==> src/rtl/order_tx.sv <==
// Order egress: buffers whole order words from the strategy core in a small FIFO
// and serializes each one MSB-first into an Avalon-ST beat stream with SOP/EOP.
module order_tx #(
  parameter int unsigned ORDER_WIDTH = 128,
  parameter int unsigned BEAT_WIDTH  = 64,
  parameter int unsigned FIFO_DEPTH  = 4
) (
  input  logic                   clk_i,
  input  logic                   reset_i,
  input  logic                   order_valid_i,
  input  logic [ORDER_WIDTH-1:0] order_data_i,
  output logic                   order_ready_o,
  output logic                   tx_valid_o,
  output logic [BEAT_WIDTH-1:0]  tx_data_o,
  output logic                   tx_sop_o,
  output logic                   tx_eop_o,
  input  logic                   tx_ready_i,
  output logic                   busy_o,
  output logic [31:0]            tx_order_count_o
);

  localparam int unsigned BEATS = ORDER_WIDTH / BEAT_WIDTH;
  localparam int unsigned IDX_W = (BEATS > 1) ? $clog2(BEATS) : 1;
  localparam int unsigned PTR_W = (FIFO_DEPTH > 1) ? $clog2(FIFO_DEPTH) : 1;
  localparam int unsigned CNT_W = $clog2(FIFO_DEPTH + 1);
  localparam logic [IDX_W-1:0] LAST_IDX = IDX_W'(BEATS - 1);

  typedef enum logic {IDLE, SEND} state_e;

  state_e                 state_q;
  logic [ORDER_WIDTH-1:0] shift_q;
  logic [IDX_W-1:0]       beat_idx_q;
  logic [31:0]            order_cnt_q;

  logic [ORDER_WIDTH-1:0] mem_q [FIFO_DEPTH];
  logic [PTR_W-1:0]       wr_ptr_q, wr_ptr_d;
  logic [PTR_W-1:0]       rd_ptr_q, rd_ptr_d;
  logic [CNT_W-1:0]       count_q, count_d;

  logic fifo_empty, fifo_full, last_beat, last_done, push, pop;

  assign fifo_empty = (count_q == '0);
  assign fifo_full  = (count_q == CNT_W'(FIFO_DEPTH));
  assign last_beat  = (beat_idx_q == LAST_IDX);
  assign last_done  = (state_q == SEND) && tx_ready_i && last_beat;

  // Ready is a pure function of the registered fill level: a pop in the
  // same cycle never opens a slot for a pass-through push.
  assign order_ready_o = !fifo_full && !reset_i;
  assign push          = order_valid_i && order_ready_o;
  assign pop           = !fifo_empty && ((state_q == IDLE) || last_done);

  always_comb begin
    wr_ptr_d = wr_ptr_q;
    rd_ptr_d = rd_ptr_q;
    count_d  = count_q;
    if (push) wr_ptr_d = wr_ptr_q + PTR_W'(1);
    if (pop)  rd_ptr_d = rd_ptr_q + PTR_W'(1);
    case ({push, pop})
      2'b10:   count_d = count_q + CNT_W'(1);
      2'b01:   count_d = count_q - CNT_W'(1);
      default: count_d = count_q;
    endcase
  end

  always_ff @(posedge clk_i) begin
    if (reset_i) begin
      wr_ptr_q <= '0;
      rd_ptr_q <= '0;
      count_q  <= '0;
    end else begin
      wr_ptr_q <= wr_ptr_d;
      rd_ptr_q <= rd_ptr_d;
      count_q  <= count_d;
    end
  end

  // Storage array carries no reset; validity is tracked by count_q alone.
  always_ff @(posedge clk_i) begin
    if (push) mem_q[wr_ptr_q] <= order_data_i;
  end

  // Serializer: the current beat always sits in the top BEAT_WIDTH bits of shift_q.
  always_ff @(posedge clk_i) begin
    if (reset_i) begin
      state_q     <= IDLE;
      shift_q     <= '0;
      beat_idx_q  <= '0;
      order_cnt_q <= '0;
    end else begin
      case (state_q)
        IDLE: begin
          if (pop) begin
            shift_q    <= mem_q[rd_ptr_q];
            beat_idx_q <= '0;
            state_q    <= SEND;
          end
        end
        SEND: begin
          if (tx_ready_i) begin
            if (last_beat) begin
              order_cnt_q <= order_cnt_q + 32'd1;
              if (pop) begin
                shift_q    <= mem_q[rd_ptr_q];
                beat_idx_q <= '0;
              end else begin
                state_q <= IDLE;
              end
            end else begin
              shift_q    <= shift_q << BEAT_WIDTH;
              beat_idx_q <= beat_idx_q + IDX_W'(1);
            end
          end
        end
        default: state_q <= IDLE;
      endcase
    end
  end

  assign tx_valid_o       = (state_q == SEND);
  assign tx_data_o        = shift_q[ORDER_WIDTH-1 -: BEAT_WIDTH];
  assign tx_sop_o         = (state_q == SEND) && (beat_idx_q == '0);
  assign tx_eop_o         = (state_q == SEND) && last_beat;
  assign busy_o           = !fifo_empty || (state_q == SEND);
  assign tx_order_count_o = order_cnt_q;

endmodule

==> config.mk <==
export PLATFORM = sky130hd
export DESIGN_NAME = order_tx
export DESIGN_NICKNAME = d
export VERILOG_FILES = /design/src/rtl/order_tx.sv
export SDC_FILE = /design/constraint.sdc
export NUM_CORES = 1
export LEC_CHECK = 0
export ABC_CLOCK_PERIOD_IN_PS = 8850
export CAP_MARGIN = 10
export CORE_ASPECT_RATIO = 1.5
export CORE_UTILIZATION = 50
export DETAILED_ROUTE_END_ITERATION = 10
export PLACE_DENSITY = 0.79
export SLEW_MARGIN = 0
export SYNTH_ARGS = -nofsm -noshare
export SYNTH_HDL_FRONTEND = slang
export SYNTH_SLANG_ARGS = --single-unit
==> constraint.sdc <==
create_clock -name clk_i -period 8.85 [get_ports clk_i]
set_input_delay 1.3275 -clock clk_i [delete_from_list [all_inputs] [get_ports clk_i]]
set_output_delay 1.3275 -clock clk_i [all_outputs]
set_load 0.05 [all_outputs]
# Word-level counts from Yosys, hierarchy flattened
# Memory sizes are Yosys's and may differ from the RTL's. A register that Yosys moved wholly into a read port is not among the register bits.
# Index checks and enable logic that the tools add are counted.
# classes
n_addsub	6
n_eq_ne	5
mux	18
bitwise_logic	2
n_reduce_logical	16
# op_table
operator	n
128-bit two-way mux	3
128-bit one-hot mux with 2 select lines	1
32-bit by 1-bit adder with 32-bit output, second input constant	1
1-bit two-way mux	9
1-bit logical AND	7
3-bit one-hot mux with 2 select lines	1
2-bit by 1-bit adder with 2-bit output, second input constant	2
2-bit two-way mux	2
2-bit != test, second input constant	2
1-bit one-hot mux with 2 select lines	2
3-bit by 1-bit adder with 3-bit output, second input constant	1
3-bit == test, second input constant	1
1-bit logical NOT	3
3-bit logical NOT	1
3-bit AND reduction	1
3-bit by 1-bit subtractor with 3-bit output, second input constant	1
2-bit by 1-bit == test with 1-bit output, second input constant	1
2-bit == test, second input constant	1
1-bit logical OR	2
1-bit inverter	2
2-bit AND reduction	1
2-bit nonzero test	1
1-bit adder, second input constant	1
# word_totals
register_bits	169
ramBits	512
inputBits	132
output_inout_bits	101
wordCells	55
memories	1
# memory_table
memory	words	word_bits	read_ports	rd_ports_with_merged_regs	wr	line_no	source
mem_q	4	128	1	1	1	35	logic [ORDER_WIDTH-1:0] mem_q [FIFO_DEPTH];

# Longest topological paths before layout
# Gate-level depths: netlist of the first run.
# logic_depth
depth_word	8
depth_mapped	10
depth_no_buf	9

# Least setup slack after synthesis of the first run
# Ideal clock, no wire load.
# synth_path
path_kind	input port to flip-flop
start	input port reset_i
end	memory mem_q[0][0], enable pin
setup_ns	0.502
arrival_time_ns	5.032
required_ns	8.348
slack_ns	3.316
cell_stages	3
n_path_buf	1
cell_sequence	clkbuf_1 a211oi_1 and2_1
# synth_via
elab_chain_len	5
# synth_rtl
element	line_no	source
start: declaration	9	input logic reset_i,
1-bit logical NOT	49	assign order_ready_o = !fifo_full && !reset_i;
1-bit logical AND	49	
1-bit logical AND	50	assign push = order_valid_i && order_ready_o;
1-bit two-way mux	80	if (push) mem_q[wr_ptr_q] <= order_data_i;
1-bit two-way mux (not written as such)	80	
end: declaration	35	
# Every way passes these cells.

# Final worst setup path of the first run
# layout_path
start	input port order_valid_i
end	memory mem_q[3][122], enable pin
# layout_via
elab_chain_len	3
# layout_rtl
element	line_no	source
start: declaration	10	input logic order_valid_i,
1-bit logical AND	50	
1-bit two-way mux	80	
1-bit two-way mux (not written as such)	80	
# Every way passes these cells.

==> results.md, run 1 <==
* Status: finished clean
* Top_reg_cell synth: edfxtp_1
* Hpwl dp at 33.4 mm
* GRT overflow at 0
* Ys Warns at 0
* Number of setup buffers added after CTS at 0
* Routed vias/inst at 5.96
* Routed Antenna Nets at 0
* Syn_area_per_cell at 17.3 sq um
* Critical path's top delay family: buffers and inverters
* First-pass GRT wire length at 86.1 mm
* Mapped Cells at 1491
* Area leader, netlist: edfxtp_1
* TritonCTS clock tree: yes
* CP startpoint kind: input pin
* CP endpoint kind: register
* HP Start: tx_order_count_o[31]$_SDFFE_PP0P_
* Routed via count at 14064
* Slew Viols, Final at 0
* CP arrival at 4.74 ns
* Reg2Reg Setup Slack at 5.03 ns
* Slew HR at 0.255
* Layout cell share with drive strength beyond 1 at 0.153
* Most common cell in the netlist: edfxtp_1
* Unrepaired setup endpoints after global routing: no
* Routed len/inst at 24.3 um
* I/O Pins at 233
* Nets at 1774
* Placed inst area at 28200 sq um
* Pwr per Cell Area at 300 nW/um^2
* DRT Pass-1 Iters at 7
* Synth cell count leaders: 512 x edfxtp_1, 171 x dfxtp_1, 142 x nor2_1
* Async SR Flop Fraction at 0
* Final Hold Vio Count at 0
* Setup violations, final at 0
* Share of the synthesized area in the top cell type at 0.596
* Die X at 187 um
* Fillers at 3667
* Routability cong. at 0.812
* Total of max-cap violations at 0
* Clock Latency Late Sink at 0.62 ns
* Worst EP required at 9.06 ns
* Row count at 101
* Synth area leaders: edfxtp_1 60%, dfxtp_1 13%, mux4_2 11%, a22oi_1 2.2%, nor2_1 2.1%
* Core ar. at 50800 sq um
* Crit-path cells: clkdlybuf4s50_1 > inv_1 > a211oi_1 > and2_4 > buf_4
* CP max FO at 68
* Minimum clock period at 4.53 ns
* CTS root buf: clkbuf_16
* Buf/Inv on CP at 3
* Drc violations at 0
* Final total power at 9.04 mW
* GRT Total Usage at 0.218
* Hold path endpoint: tx_order_count_o[31]$_SDFFE_PP0P_
* Static leakage at 9.55 nW
* Die ar. at 52500 sq um
* WP depth at 5
* Non-Filler Instances at 2359
* Via count of the first global-routing pass at 14361
* Placed insts at 2244
* VDD IR max at 0.000261 V
* Final setup TNS at 0 ns
* Seq cells post-synth at 683
* Critical-path top delay cell: buf_4
* Area Overhead vs Synth at 17.0%
* H-tree Lvls at 2
* Initial antenna violation count at 10
* Final worst-path cycle share at 0.512
* IO Port Bufs at 232
* Worst Skew at 0.0290 ns
* Slowest Stage Delay on Critical Path at 0.94 ns
* Count of cell types in the netlist at 42
* Hold depth at 2
* Largest net degree at the start of global routing at 96
* Reg2reg start: count_q[0]$_SDFFE_PP0P_
* Clock buffer depth at 3
* Initial drt markers at 1056
* Worst-path clk slew at 0.07 ns
* Num CTS Buffers at 58
* Synthesized Nets at 1630
* Final Instance Area at 30200 sq um
* Worst-Margin Slew at 1.11 ns
* Post-CTS Resized at 0
* Clock sink count at 683
* Routed WL at 57.2 mm
* Critical path class: in2reg
* Hold_buf cts at 0
* Sequential-to-total area share from yosys stat at 0.729
* Reg2reg end: mem_q[3][122]$_DFFE_PP_
* Die height at 280 um
* Initial Util at 0.508
* FMAX at 221 MHz
* Mapped cell area at 25800 sq um
* Hold crit path type: reg2reg
* Number of cells on the worst reg-to-reg path at 4
* Post-synth EDFFs at 512
## cell type report
type	instances	area, sq um	area share
Multi-Input combinational cell	638	6090	0.202
Timing Repair Buffer	245	2430	0.0807
Inverter	9	33.8	0.00112
Tap cell	669	837	0.0277
Antenna cell	5	12.5	0.000415
Clock inverter	31	332	0.0110
Clock buffer	79	1620	0.0537
Sequential cell	683	18800	0.623
## logic make-up after synthesis
family | after synthesis | synth area share
mux | 147 | 0.119
simple gates | 237 | 0.0440
fa+ha+maj | 7 | 0.00369
xor+xnor | 16 | 0.00543
compound gates | 231 | 0.0621
buf+inv | 170 | 0.0364
flops | 683 | 0.729
## tightest hold or removal path: stages, from the launching register on
cell and delay (ns):
dfxtp_1 0.32, o31ai_1 0.06, a21oi_1 0.06
## routing by layer
layer  part of all wire  GRT usage  vias to the layer above
li1                   -          -                     6152
met1               0.37      0.269                     7181
met2               0.52      0.378                      607
met3              0.072     0.0391                      114
met4              0.038     0.0907                       10
met5             0.0011          0                        -
## worst max-delay path by stage
| stage | from | endpoint | slack, ns |
|---|---|---|---|
| 6_report | order_valid_i | mem_q[3][122]$_DFFE_PP_ | 4.32 |
| 5_1_grt | order_valid_i | mem_q[3][5]$_DFFE_PP_ | 4.14 |
| 4_1_cts | order_valid_i | mem_q[1][3]$_DFFE_PP_ | 4.39 |
| 3_5_place_dp | order_valid_i | mem_q[1][16]$_DFFE_PP_ | 3.76 |
| 3_3_place_gp | order_valid_i | mem_q[0][18]$_DFFE_PP_ | 3.87 |
| 2_1_floorplan | reset_i | mem_q[0][0]$_DFFE_PP_ | 3.32 |
## where the power goes
group | internal, mW | switching [mW] | leakage (nW)
registers | 3.82 | 0.242 | 6.05
clock network | 1.46 | 1.12 | 0.965
logic | 0.887 | 1.51 | 2.54
## through the flow
stage          hold WS (ns)  worst slack, ns  utilization
3_3_place_gp          0.460             3.87        0.555
3_5_place_dp          0.470             3.76        0.555
4_1_cts               0.480             4.39        0.594
5_1_grt               0.500             4.14        0.594
2_1_floorplan         0.466             3.32            -
6_report              0.481             4.32        0.594
## state kept, by name, indices dropped and copies added (netlist names), named ones only
register,flops
mem_q,512
shift_q,128
tx_order_count_o,32
count_q,3
rd_ptr_q,2
wr_ptr_q,2
beat_idx_q,1
tx_valid_o,1
## placed cells by master, fill, tap and decap left out, types with 10 or more instances in the layout
master and instances:
clkinv_2 14, a22oi_1 76, o22ai_1 64, clkbuf_1 12, buf_4 12, xor2_1 11
clkbuf_16 58, mux2i_1 13, o31ai_1 10, mux4_2 128, a21oi_1 18, clkdlybuf4s50_1 231
nand4_1 10, a211oi_1 53, nand2_1 12, edfxtp_1 512, nor2_1 142, dfxtp_1 169
nand3_1 11
(Power assumes the default switching activity.)
==> run 2: changes to the inputs <==
Settings changed: ABC_CLOCK_PERIOD_IN_PS 8850 to 4590.
Clock period 8.85 ns to 4.59 ns, I/O delays scaled along.
==> results.md, run 2 (synthesized netlist as in run 1, its figures left out) <==
* CTS root buf: clkbuf_16
* Drc violations at 0
* Layout cell share with drive strength beyond 1 at 0.156
* Commonest non-fill, non-tap cell in the layout: edfxtp_1
* Hold_buf cts at 0
* DRT Pass-1 Iters at 5
* Critical path class: reg2out
* Die X at 187 um
* Max reg flops at 512
* Nets at 1789
* Hold depth at 2
* Final Hold Vio Count at 0
* CP endpoint kind: output pin
* Number of cells on the worst reg-to-reg path at 5
* Initial Util at 0.508
* CP arrival at 2.65 ns
* Most frequent cells in the layout: 512 x edfxtp_1, 231 x clkdlybuf4s50_1, 169 x dfxtp_1
* Register area at 18800 sq um
* Top reg by flops: mem_q
* Routed Antenna Nets at 0
* IO Port Bufs at 232
* Routed vias/inst at 5.94
* Post-place setup slack at 1.33 ns
* H-tree Lvls at 2
* Die height at 280 um
* Unrepaired setup endpoints after global routing: no
* Routed len/inst at 24.2 um
* Worst Skew at 0.0247 ns
* Total of max-cap violations at 0
* Worst-Margin Slew at 1.10 ns
* HP Start: tx_order_count_o[31]$_SDFFE_PP0P_
* Static leakage at 9.62 nW
* I/O Pins at 233
* Worst-path clk slew at 0.06 ns
* First-pass GRT wire length at 87.1 mm
* Core ar. at 50800 sq um
* Largest net degree at the start of global routing at 92
* Slew Viols, Final at 0
* GRT overflow at 0
* Fillers at 3743
* Minimum clock period at 3.34 ns
* Routability cong. at 0.822
* Multi-input logic area at 6090 sq um
* Status: finished clean
* Number of setup buffers added after CTS at 0
* Clock Latency Late Sink at 0.62 ns
* TritonCTS clock tree: yes
* Row count at 101
* Worst EP required at 3.90 ns
* Clock buffer depth at 3
* Hold crit path type: reg2reg
* Final worst-path cycle share at 0.727
* GRT Total Usage at 0.219
* Num CTS Buffers at 60
* Hpwl dp at 33.6 mm
* Post-CTS Resized at 0
* Clock sink count at 683
* VDD IR max at 0.000525 V
* Via count of the first global-routing pass at 14722
* Routed WL at 57.4 mm
* CP startpoint kind: register
* Die ar. at 52500 sq um
* Area Overhead vs Synth at 17.7%
* FMAX at 300 MHz
* CP max FO at 6
* Routed via count at 14096
* Crit path from: count_q[2]$_SDFFE_PP0P_
* Setup violations, final at 0
* Final setup TNS at 0 ns
* PnR worst setup slack at 1.25 ns
* Initial antenna violation count at 5
* Reg2reg start: count_q[0]$_SDFFE_PP0P_
* Slew HR at 0.269
* Pwr per Cell Area at 574 nW/um^2
* Initial drt markers at 1123
==> run 2: changes by cell type in the layout (fill, tap and decap cells not counted), sizes merged <==
cell | before | now
diode | 5 | 3
clkbuf | 79 | 91
clkinv | 19 | 15
inv | 13 | 12
buf | 14 | 27
bufinv | 6 | 3
==> run 2: final timing paths <==
kind                                            end  slack, ns
setup / recovery                             busy_o       1.25
hold / removal    tx_order_count_o[31]$_SDFFE_PP0P_       0.49
setup reg to reg           shift_q[67]$_SDFFE_PP0P_       1.51
hold reg to reg   tx_order_count_o[31]$_SDFFE_PP0P_       0.49
==> run 2: per-stage QoR <==
stage / total power [mW] / util / cell area, sq um / hold slack [ns] / cells
after global placement: 12.5 / 0.559 / 28400 / 0.460 / 2256
after global routing: 18.1 / 0.598 / 30400 / 0.528 / 2373
after CTS: 17.5 / 0.597 / 30300 / 0.499 / 2370
after detailed placement: 12.6 / 0.559 / 28400 / 0.489 / 2256
after floorplan: 11.2 / - / 25800 / 0.466 / 1491
final: 17.4 / 0.598 / 30400 / 0.493 / 2374
==> run 2: metal layers <==
layer  wire length (um)  share of wire  global-route usage  up-vias
met5                 34        0.00059                   0        -
met4               1720          0.030              0.0888        6
met3               4060          0.071              0.0402       98
met2              30200           0.53               0.387      573
met1              21500           0.37               0.265     7229
li1                   -              -                   -     6190
==> run 2: power breakdown <==
part           switching (mW)  leakage (nW)  internal (mW)  total, mW
logic                    2.93          2.64           1.77       4.70
clock network            2.18         0.937           2.72       4.89
registers               0.470          6.05           7.35       7.82
==> run 2: cell type report <==
cell class	count	area share
flip-flops and latches	683	0.619
multi-input cells	638	0.201
repair buffers	258	0.0879
clock buffers	91	0.0556
well taps	669	0.0276
clock inverters	23	0.00746
inverters	9	0.00111
diodes	3	0.000247
==> run 2: worst max-delay path, cell delays in order (launching register included) <==
cell	delay (ns)
dfxtp_1	0.35
nor3_1	0.85
nand2b_1	0.10
clkdlybuf4s50_1	0.75
==> run 3: changes to the inputs <==
Settings changed: ABC_CLOCK_PERIOD_IN_PS 4590 to 3300.
Clock period 4.59 ns to 3.3 ns, I/O delays scaled along.
==> results.md, run 3 (synthesized netlist as in run 1, its figures left out) <==
* Status: finished clean
* Reg2reg start: beat_idx_q$_SDFFE_PP0P_
* Final Core Density at 0.601
* Nets at 1795
* Setup violations, final at 0
* Top reg by flops: mem_q
* Drc violations at 0
* Critical path class: reg2out
* Placed inst area at 28500 sq um
* Routed WL at 57.2 mm
* CTS root buf: clkbuf_16
* Largest net degree at the start of global routing at 79
* Hold path endpoint: count_q[0]$_SDFFE_PP0P_
* GRT Total Usage at 0.218
* Via count of the first global-routing pass at 14746
* Hold depth at 2
* Routed Antenna Nets at 0
* Slew Viols, Final at 0
* Die ar. at 52500 sq um
* Max reg flops at 512
* Post-CTS Resized at 0
* CP startpoint kind: register
* Slowest Stage Delay on Critical Path at 0.89 ns
* Number of setup buffers added after CTS at 0
* HP Start: reset_i
* Final Instance Area at 30500 sq um
* Crit-path cells: nand2b_4 > inv_1 > clkdlybuf4s50_1
* Row count at 101
* Initial Util at 0.508
* Final Hold Vio Count at 0
* Total of max-cap violations at 0
* Critical-path top delay cell: clkdlybuf4s50_1
* Routability cong. at 0.833
* Hold crit path type: in2reg
* Hold_buf cts at 0
* Reg2Reg Setup Slack at 0.66 ns
* Hpwl dp at 34.3 mm
* Num CTS Buffers at 59
* Static leakage at 9.72 nW
* Core ar. at 50800 sq um
* Routed via count at 14146
* Clock buffer depth at 3
* Final total power at 24.5 mW
* Reg2reg end: count_q[2]$_SDFFE_PP0P_
* Clock Latency Late Sink at 0.61 ns
* Clock sink count at 683
* H-tree Lvls at 2
* Worst-path clk slew at 0.07 ns
* Area Overhead vs Synth at 18.4%
* Layout cell share with drive strength beyond 1 at 0.167
* Minimum clock period at 3.12 ns
* Unrepaired setup endpoints after global routing: no
* Worst Skew at 0.0323 ns
* PnR worst setup slack at 0.176 ns
* Commonest non-fill, non-tap cell in the layout: edfxtp_1
* I/O Pins at 233
* VDD IR max at 0.000625 V
* First-pass GRT wire length at 87.1 mm
* TritonCTS clock tree: yes
* Post-place setup slack at 0.557 ns
* Initial antenna violation count at 7
* Routed len/inst at 24.0 um
* Routed vias/inst at 5.95
* Slew HR at 0.342
* Worst EP required at 2.80 ns
* Die X at 187 um
* GRT overflow at 0
* CP max FO at 26
* Worst-Margin Slew at 0.986 ns
* Initial drt markers at 1040
* Most frequent cells in the layout: 512 x edfxtp_1, 231 x clkdlybuf4s50_1, 169 x dfxtp_1
* DRT Pass-1 Iters at 5
* CP arrival at 2.63 ns
* IO Port Bufs at 232
* Final worst-path cycle share at 0.947
* Pwr per Cell Area at 803 nW/um^2
* Die height at 280 um
* Number of cells on the worst reg-to-reg path at 9
* CP endpoint kind: output pin
* FMAX at 320 MHz
* Hold WS at 0.299 ns
[run 3: changes by cell type in the layout (fill, tap and decap cells not counted)]
cell | before | now
clkbuf_1 | 24 | 4
inv_16 | 1 | 0
buf_4 | 14 | 19
buf_12 | 12 | 14
clkbuf_8 | 7 | 2
clkinv_4 | 0 | 2
bufinv_16 | 3 | 8
clkinv_2 | 12 | 21
clkinvlp_2 | 0 | 1
clkinv_1 | 2 | 7
clkinvlp_4 | 2 | 4
[run 3: worst max-delay path by stage]
stage / from / to / slack (ns) / depth (start not counted)
final: tx_valid_o$_SDFF_PP0_ / tx_sop_o / 0.18 / 3
after global routing: tx_valid_o$_SDFF_PP0_ / tx_sop_o / 0.07 / 3
after CTS: tx_valid_o$_SDFF_PP0_ / tx_sop_o / 0.15 / 3
after detailed placement: tx_ready_i / count_q[2]$_SDFFE_PP0P_ / 0.56 / 9
after global placement: tx_ready_i / count_q[2]$_SDFFE_PP0P_ / 0.62 / 9
after floorplan: reset_i / mem_q[1][0]$_DFFE_PP_ / -0.01 / 3
[run 3: layout make-up]
type                            instances  area (sq um)
Sequential cell                       683         18800
Multi-Input combinational cell        638          6090
Timing Repair Buffer                  265          2750
Clock inverter                         46           458
Clock buffer                           66          1540
Fill cell                            3639         20300
Tap cell                              669           837
Antenna cell                            3          7.51
Inverter                                9          33.8
[run 3: critical path: cells and delay by family (launching register included)]
family                 cells  cell delay [ns]
flip-flops                 1             0.52
buffers and inverters      2             1.22
AND/OR/NAND/NOR            1             0.29
[run 3: power breakdown]
| group | leakage [nW] | internal (mW) | total (mW) | switching, mW |
|---|---|---|---|---|
| clock | 0.990 | 4.01 | 7.07 | 3.06 |
| combinational | 2.68 | 2.51 | 6.65 | 4.14 |
| sequential | 6.05 | 10.2 | 10.8 | 0.578 |
[run 3: per-stage QoR]
step | std cells | TNS (ns)
after global routing | 2378 | 0
after floorplan | 1491 | -6.99
after CTS | 2376 | 0
after global placement | 2264 | 0
after detailed placement | 2264 | 0
final | 2379 | 0
[run 3: metal layers]
layer	wire (um)	track usage	vias up
li1	-	-	6189
met1	21100	0.261	7323
met2	30500	0.389	519
met3	3710	0.0425	107
met4	1820	0.0859	8
met5	54	0	-
